## src/rtl/juego_pkg.sv

```systemverilog
// Shared types and constants for the turn controller: FSM states, winner codes,
// board width and piece colours.
package juego_pkg;

    typedef enum logic [2:0] {
        ESPERA_INICIO,
        TURNO,
        ESCRIBIR,
        EVALUAR,
        FIN
    } estado_turno_t;

    localparam logic [1:0] GANADOR_NINGUNO  = 2'b00;
    localparam logic [1:0] GANADOR_ROJO     = 2'b01;
    localparam logic [1:0] GANADOR_AMARILLO = 2'b10;
    localparam logic [1:0] GANADOR_EMPATE   = 2'b11;

    localparam int NUM_COLUMNAS = 7;

    localparam logic COLOR_ROJO     = 1'b0;
    localparam logic COLOR_AMARILLO = 1'b1;

    function automatic logic [1:0] ganador_de(input logic color);
        return (color == COLOR_AMARILLO) ? GANADOR_AMARILLO : GANADOR_ROJO;
    endfunction

endpackage

```

## src/rtl/detector_flanco.sv

```systemverilog
// Two-flop register on a raw level input; emits a one-cycle pulse per rising edge.
module detector_flanco (
    input  logic clk,
    input  logic reset,
    input  logic senal_i,
    output logic flanco_o
);

    logic ff1_q, ff2_q;

    always_ff @(posedge clk or posedge reset) begin
        if (reset) begin
            ff1_q <= 1'b0;
            ff2_q <= 1'b0;
        end else begin
            ff1_q <= senal_i;
            ff2_q <= ff1_q;
        end
    end

    assign flanco_o = ff1_q & ~ff2_q;

endmodule

```

## src/rtl/controlador_turnos.sv

```systemverilog
// Turn controller for a two-player drop game. Define TEMPORIZADOR_TURNO_EN to
// enable the per-turn countdown; otherwise turns never expire.
module controlador_turnos
    import juego_pkg::*;
#(
    parameter int TIEMPO_TURNO = 10,
    parameter int NUM_COLUMNAS = juego_pkg::NUM_COLUMNAS
) (
    input  logic       clk,
    input  logic       reset,
    input  logic       listo,
    input  logic       jugador_inicial,
    input  logic       boton_jugar,
    input  logic [2:0] columna_sel,
    input  logic       tick_1hz,
    input  logic       tablero_ack,
    input  logic       tablero_rechazo,
    input  logic       hay_ganador,
    input  logic       tablero_lleno,
    output logic       escribir_ficha,
    output logic [2:0] columna_out,
    output logic       jugador_actual,
    output logic [3:0] tiempo_restante,
    output logic       juego_terminado,
    output logic [1:0] ganador
);

    localparam logic [3:0] TIEMPO_INI = 4'(TIEMPO_TURNO);

    estado_turno_t estado_q, estado_d;
    logic [2:0]    columna_q, columna_d;
    logic          jugador_q, jugador_d;
    logic [1:0]    ganador_q, ganador_d;
    logic          pulso_jugar;
    logic          jugada;

    detector_flanco u_flanco_jugar (
        .clk      (clk),
        .reset    (reset),
        .senal_i  (boton_jugar),
        .flanco_o (pulso_jugar)
    );

    assign jugada = pulso_jugar && (int'(columna_sel) < NUM_COLUMNAS);

`ifdef TEMPORIZADOR_TURNO_EN
    logic [3:0] tiempo_q, tiempo_d;
`else
    logic unused_tick;
    assign unused_tick = tick_1hz;
`endif

    always_ff @(posedge clk or posedge reset) begin
        if (reset) begin
            estado_q  <= ESPERA_INICIO;
            columna_q <= 3'd0;
            jugador_q <= COLOR_ROJO;
            ganador_q <= GANADOR_NINGUNO;
`ifdef TEMPORIZADOR_TURNO_EN
            tiempo_q  <= TIEMPO_INI;
`endif
        end else begin
            estado_q  <= estado_d;
            columna_q <= columna_d;
            jugador_q <= jugador_d;
            ganador_q <= ganador_d;
`ifdef TEMPORIZADOR_TURNO_EN
            tiempo_q  <= tiempo_d;
`endif
        end
    end

    always_comb begin
        estado_d  = estado_q;
        columna_d = columna_q;
        jugador_d = jugador_q;
        ganador_d = ganador_q;
`ifdef TEMPORIZADOR_TURNO_EN
        tiempo_d  = tiempo_q;
`endif
        case (estado_q)
            ESPERA_INICIO: begin
                if (listo) begin
                    estado_d  = TURNO;
                    jugador_d = jugador_inicial;
`ifdef TEMPORIZADOR_TURNO_EN
                    tiempo_d  = TIEMPO_INI;
`endif
                end
            end
            TURNO: begin
                // A valid play beats an expiring tick in the same cycle.
                if (jugada) begin
                    estado_d  = ESCRIBIR;
                    columna_d = columna_sel;
                end
`ifdef TEMPORIZADOR_TURNO_EN
                else if (tick_1hz) begin
                    if (tiempo_q <= 4'd1) begin
                        jugador_d = ~jugador_q;
                        tiempo_d  = TIEMPO_INI;
                    end else begin
                        tiempo_d  = tiempo_q - 4'd1;
                    end
                end
`endif
            end
            ESCRIBIR: begin
                if (tablero_ack) begin
                    estado_d = EVALUAR;
                end else if (tablero_rechazo) begin
                    estado_d = TURNO;
                end
            end
            EVALUAR: begin
                if (hay_ganador) begin
                    estado_d  = FIN;
                    ganador_d = ganador_de(jugador_q);
                end else if (tablero_lleno) begin
                    estado_d  = FIN;
                    ganador_d = GANADOR_EMPATE;
                end else begin
                    estado_d  = TURNO;
                    jugador_d = ~jugador_q;
`ifdef TEMPORIZADOR_TURNO_EN
                    tiempo_d  = TIEMPO_INI;
`endif
                end
            end
            FIN: begin
            end
            default: estado_d = ESPERA_INICIO;
        endcase
    end

    assign escribir_ficha  = (estado_q == ESCRIBIR);
    assign columna_out     = columna_q;
    assign jugador_actual  = jugador_q;
    assign juego_terminado = (estado_q == FIN);
    assign ganador         = ganador_q;
`ifdef TEMPORIZADOR_TURNO_EN
    assign tiempo_restante = tiempo_q;
`else
    assign tiempo_restante = TIEMPO_INI;
`endif

endmodule

```

## config.mk

```make
export PLATFORM = sky130hd
export DESIGN_NAME = controlador_turnos
export DESIGN_NICKNAME = d
export VERILOG_FILES = /design/src/rtl/juego_pkg.sv /design/src/rtl/detector_flanco.sv /design/src/rtl/controlador_turnos.sv
export SDC_FILE = /design/constraint.sdc
export NUM_CORES = 1
export LEC_CHECK = 0
export BUFFER_PORTS_ARGS = -buffer_cell sky130_fd_sc_hd__buf_2
export CAP_MARGIN = 20
export CORE_MARGIN = 4
export CORE_UTILIZATION = 45
export DETAILED_ROUTE_END_ITERATION = 7
export PLACE_DENSITY = 0.78
export SETUP_SLACK_MARGIN = 0.05
export SYNTH_ARGS = -nofsm -noshare
export SYNTH_HDL_FRONTEND = slang
export SYNTH_SLANG_ARGS = --single-unit
export TNS_END_PERCENT = 100
```

## constraint.sdc

```tcl
create_clock -name clk -period 1.4 [get_ports clk]
set_input_delay 0.07 -clock clk [delete_from_list [all_inputs] [get_ports clk]]
set_output_delay 0.07 -clock clk [all_outputs]
set_load 0.02 [all_outputs]
```

==> Word-level counts from Yosys, hierarchy flattened <==
Cells that the tools add are included.
{ "totals": {"input_bits": 13, "regBits": 11} }
{ "op_classes": {"n_eq_ne": 9, "n_reduce_logical": 8, "bitwise_logic": 4, "n_mux": 14, "n_lt_le_gt_ge": 1} }
{ "op_table": {"columns": ["operator", "count"], "rows": [
  ["two-way mux 3 bit", 6],
  ["case mux 3 bit (5 select lines)", 1],
  ["!= test 2 bit (second input constant)", 4],
  ["AND reduction 4 bit", 2],
  ["== test 3 x 2 -> 1 bit (second input constant)", 2],
  ["two-way mux 2 bit", 3],
  ["AND reduction 2 bit", 2],
  ["nonzero test 2 bit", 2],
  ["== test 3 x 1 -> 1 bit (second input constant)", 1],
  ["== test 3 bit (second input constant)", 1],
  ["zero test 3 bit", 1],
  ["less-than comparator 3 bit (second input constant)", 1],
  ["two-way mux 1 bit", 3],
  ["!= test 3 bit (second input constant)", 1],
  ["NOT 1 bit", 3],
  ["case mux 1 bit (2 select lines)", 1],
  ["AND 1 bit", 1],
  ["logical AND 1 bit", 1]
]} }

==> Logic depth before layout (Yosys ltp) <==
{ "logic_depth": {"word_depth": 5, "mapped_depth": 4, "mapped_depth_nobuf": 3} }

==> Modules after synthesis <==
Synthesis repeated with hierarchy kept, for this count alone.
{ "hier_totals": {"hier_cells": 53, "hier_area_um2": 590.6} }
{ "by_module_without_submodules": {"columns": ["mod", "cells_per_inst", "instances", "area_each_um2"], "rows": [
  ["controlador_turnos", 49, 1, 523.0],
  ["detector_flanco", 4, 1, 67.6]
]} }

==> Worst setup path after synthesis <==
No wires, ideal clock.
{ "synth_timing": {"kind": "flip-flop to flip-flop", "startpoint": "reg estado_q[2]", "endpoint": "reg estado_q[2]", "required_ns": 1.333, "path_stages_with_launch": 4, "setup_time_ns": 0.067, "path_buffers": 0, "synth_period_minus_slack_ns": 1.293, "t_arrival_ns": 1.226, "slack_ns": 0.107, "path_cell_list": "dfrtp_1 -> inv_1 -> nor3_1 -> or2_1"} }
{ "synth_via": {"elab_chain_len": 3, "word_cells_on_any_way": 11, "classes_between": "eq/ne (7); mux (1); bitwise (1); reduce/logical (2)"} }
{ "synth_rtl": {"columns": ["element", "line_no", "text"], "rows": [
  ["start: declaration", "controlador_turnos.sv:30", "estado_turno_t estado_q, estado_d;"],
  ["start signal: assignment", "controlador_turnos.sv:63", "estado_q <= estado_d;"],
  ["== test 3 bit (*)", null, null],
  ["net juego_terminado", "controlador_turnos.sv:24", "output logic juego_terminado,"],
  ["NOT 1 bit (no source line)", null, null],
  ["AND reduction 4 bit (no source line)", null, null]
]} }
The timed path passes the listed nets; every way through them passes the cells marked *.
A chain may end at the register's enable or synchronous reset.

==> Worst setup path in the final report <==
{ "layout_timing": {"startpoint": "reg estado_q[1]", "endpoint": "out juego_terminado"} }
{ "layout_via": {"elab_chain_len": 1} }
{ "layout_rtl": {"columns": ["element", "line_no", "text"], "rows": [
  ["== test 3 bit", "controlador_turnos.sv:139", "assign juego_terminado = (estado_q == FIN);"],
  ["end: declaration", "controlador_turnos.sv:24", null]
]} }
No other way between the ends.

==> results.json <==
{
  "holdWs_ps": 66.7,
  "fin_crit_sh_pct": 93.8,
  "viasPerCell": 5.18,
  "netlist_top_cells_count": "dfrtp_1, inv_1, nand2_1",
  "cts_tree": "yes",
  "grt_pass1_wl_mm": 1.86,
  "ys_seq_area_share_pct": 46.2,
  "dp_hpwl_um": 875,
  "crit_chain": "nor3_1 > buf_2",
  "grt_usage_pct": 12.4,
  "rsz0062_at_grt": "true",
  "wire_per_inst_um": 11.5,
  "cts_setup_buffers": 0,
  "cts_htree_levels": 1,
  "hold_viol_final": 0,
  "synthXorXnorAreaFrac_pct": 0,
  "clk_pin_slew_worst_paths_ps": 70,
  "first_global_vias": 468,
  "fp.dieW_um": 44.4,
  "power_mw": 1.36,
  "grt_max_degree": 12,
  "syn_inst": 61,
  "first_iter_violations": 5,
  "antenna_cells": 0,
  "cp_slowest_stage_delay_ps": 500,
  "fin_nets": 97,
  "cts-root-buf": "clkbuf_4",
  "num_io_pins": 25,
  "stdcell_count": 97,
  "cp-end-kind": "output pin",
  "dr_total_vias": 502,
  "cp_max_fo": 10,
  "finalCriticalPeriod_ps": 1310,
  "drt-total-wl_mm": 1.11,
  "cts_inserted_buffers": 3,
  "cp-start-kind": "flop",
  "synth_top_family_by_area": "simple AND/OR/NAND/NOR gates",
  "ys_ff_latch": 11,
  "synthMuxAreaShare_pct": 0,
  "ir_drop_v": 0.00121,
  "hold_class": "in2reg",
  "core_mm2": 0.00117,
  "dieArea_mm2": 0.00197,
  "yosysWarnings": 0,
  "synth_most_common_cell": "dfrtp_1",
  "die_h_um": 44.4,
  "port_buffers": 19,
  "clkSinkCount": 11,
  "yosys.area.top_type_share_pct": 46.2,
  "synth_cell_types": 29,
  "setup_viol": 0,
  "fillers": 108,
  "synth.avg_cell_area_um2": 9.76,
  "area_growth_pct": 22.1,
  "worstPathArrival_ps": 1240,
  "antenna_found_initial": 0,
  "synth_fa_ha_area_share_pct": 0,
  "grt-ovfl-total": 0,
  "p_per_area_mw_per_mm2": 1860,
  "dr.pass1.iters": 4,
  "clkLatencyLatePin_ps": 260,
  "gp_congestion": 0.729,
  "maxSlewViolCount": 0,
  "layout-drive-gt1-share_pct": 33.7,
  "cap_viol_max_count": 0,
  "drc_errors": 0,
  "required_ps": 1330,
  "p_leak_nw": 0.349,
  "synthSimpleGateAreaFrac_pct": 25.8,
  "start_util_pct": 50.9,
  "synth_top_flop_cell": "dfrtp_1",
  "async_flop_share_pct": 100,
  "synth-edff-count": 0,
  "max_freq_mhz": 761,
  "cts.path.max_buffers": 2,
  "yosys.area.top_type": "dfrtp_1",
  "drtAntennaViolNets": 0,
  "cpLargestDelayFamily": "flip-flops",
  "clock-skew-final_ps": 1.22,
  "synthTopCellsByArea": "dfrtp_1, buf_4, nor4b_4",
  "dp.cells": 91,
  "status": "finished clean",
  "worst_path_max_delay_cell": "dfrtp_1",
  "critical_path_class": "reg2out",
  "synth_compound_area_share_pct": 16.0,
  "rows": 12,
  "crit_buf_inv": 1,
  "synth_area_um2": 596
}
path summary, 6_finish.rpt:
path	startpoint	endpoint	slack (ps)	cells after the start
setup / recovery	estado_q[1]$_DFFE_PP0P_	juego_terminado	90	2
hold / removal	columna_sel[1]	columna_out[1]$_DFFE_PP0P_	70	3
setup reg to reg	estado_q[1]$_DFFE_PP0P_	jugador_actual$_DFFE_PP0P_	120	3
hold reg to reg	u_flanco_jugar.ff1_q$_DFF_PP0_	u_flanco_jugar.ff2_q$_DFF_PP0_	410	0
max in group asynchronous	reset	estado_q[2]$_DFFE_PP0P_	770	3
min in group asynchronous	reset	u_flanco_jugar.ff1_q$_DFF_PP0_	330	3
tightest hold or removal path: cells and delay by family:
kind                   cells  cell delay, ps
buffers and inverters      2             170
AO/OA/AOI/OAI              1              50
area by class of cell:
type                       instances  area, µm²  share of cell area (%)
clock buffer                       3       22.5                    3.10
tap                               14       17.5                    2.41
sequential                        11        277                    38.0
clock inverter                     1       5.00                   0.688
timing repair buffer              22        123                    16.9
multi-input combinational         41        264                    36.3
inverter                           5       18.8                    2.58
state kept, by name, indices dropped and copies added, names as in the netlist:
name and cells:
jugador_actual 1, columna_out 3, ganador 2, estado_q 3, u_flanco_jugar.ff2_q 1, u_flanco_jugar.ff1_q 1
layout by cell type, fill, tap and decap left out, drive strengths merged:
| cell type | n |
|---|---|
| clkbuf | 3 |
| or2 | 1 |
| conb | 4 |
| a311oi | 1 |
| a21oi | 4 |
| inv | 5 |
| nor3b | 2 |
| nand2 | 5 |
| nor2 | 3 |
| a41o | 1 |
| nor4b | 2 |
| o21a | 1 |
| dlygate4sd3 | 2 |
| a2111oi | 1 |
| clkinv | 1 |
| dfrtp | 11 |
| nor3 | 1 |
| o21ai | 1 |
| buf | 20 |
| nand3 | 3 |
| nand3b | 1 |
| nand2b | 1 |
| and3b | 1 |
| and2 | 1 |
| o22a | 1 |
| a31oi | 3 |
| a211oi | 1 |
| nor2b | 2 |
where the power goes:
part	total [mW]	leakage [nW]	internal [mW]	switching, mW
Clock	0.212	0.0177	0.105	0.107
Combinational	0.572	0.204	0.251	0.321
Sequential	0.571	0.127	0.444	0.127
per-layer routing:
metal / wire, µm / track usage, % / share of wire (%)
met1: 528 / 16.7 / 48
met2: 529 / 20.1 / 48
met3: 53 / 3.66 / 4.8
met4: 0 / 1.81 / 0
met5: 0 / 0 / 0
timing repair:
| action | 4_1_cts | 5_1_grt |
|---|---|---|
| hold buffers | 2 | 0 |
| gates resized for setup | 1 | 0 |
| pin swaps | 0 | 0 |
| cloned | 0 | 0 |
| endpoints found under the hold margin | 12 | 0 |
| endpoints found under the setup margin | 1 | 3 |
kinds of logic (layout without fill, tap and decap cells):
logic type / Yosys count / in the layout
AND/OR/NAND/NOR: 23 / 23
AO/OA/AOI/OAI: 14 / 14
flip-flops: 11 / 11
buffers and inverters: 11 / 31
other: 2 / 4
metrics by stage:
| step | utilization, % | TNS (ps) | setup WS (ps) | instance area [µm²] |
|---|---|---|---|---|
| final | 62.1 | 0 | 86.4 | 727 |
| after global routing | 62.1 | -86.0 | -47.2 | 727 |
| after CTS | 62.1 | 0 | 74.9 | 727 |
| after detailed placement | 57.9 | 0 | 107 | 678 |
| after global placement | 57.9 | 0 | 154 | 678 |
| after floorplan | - | 0 | 107 | 603 |
(Power assumes the default switching activity.)
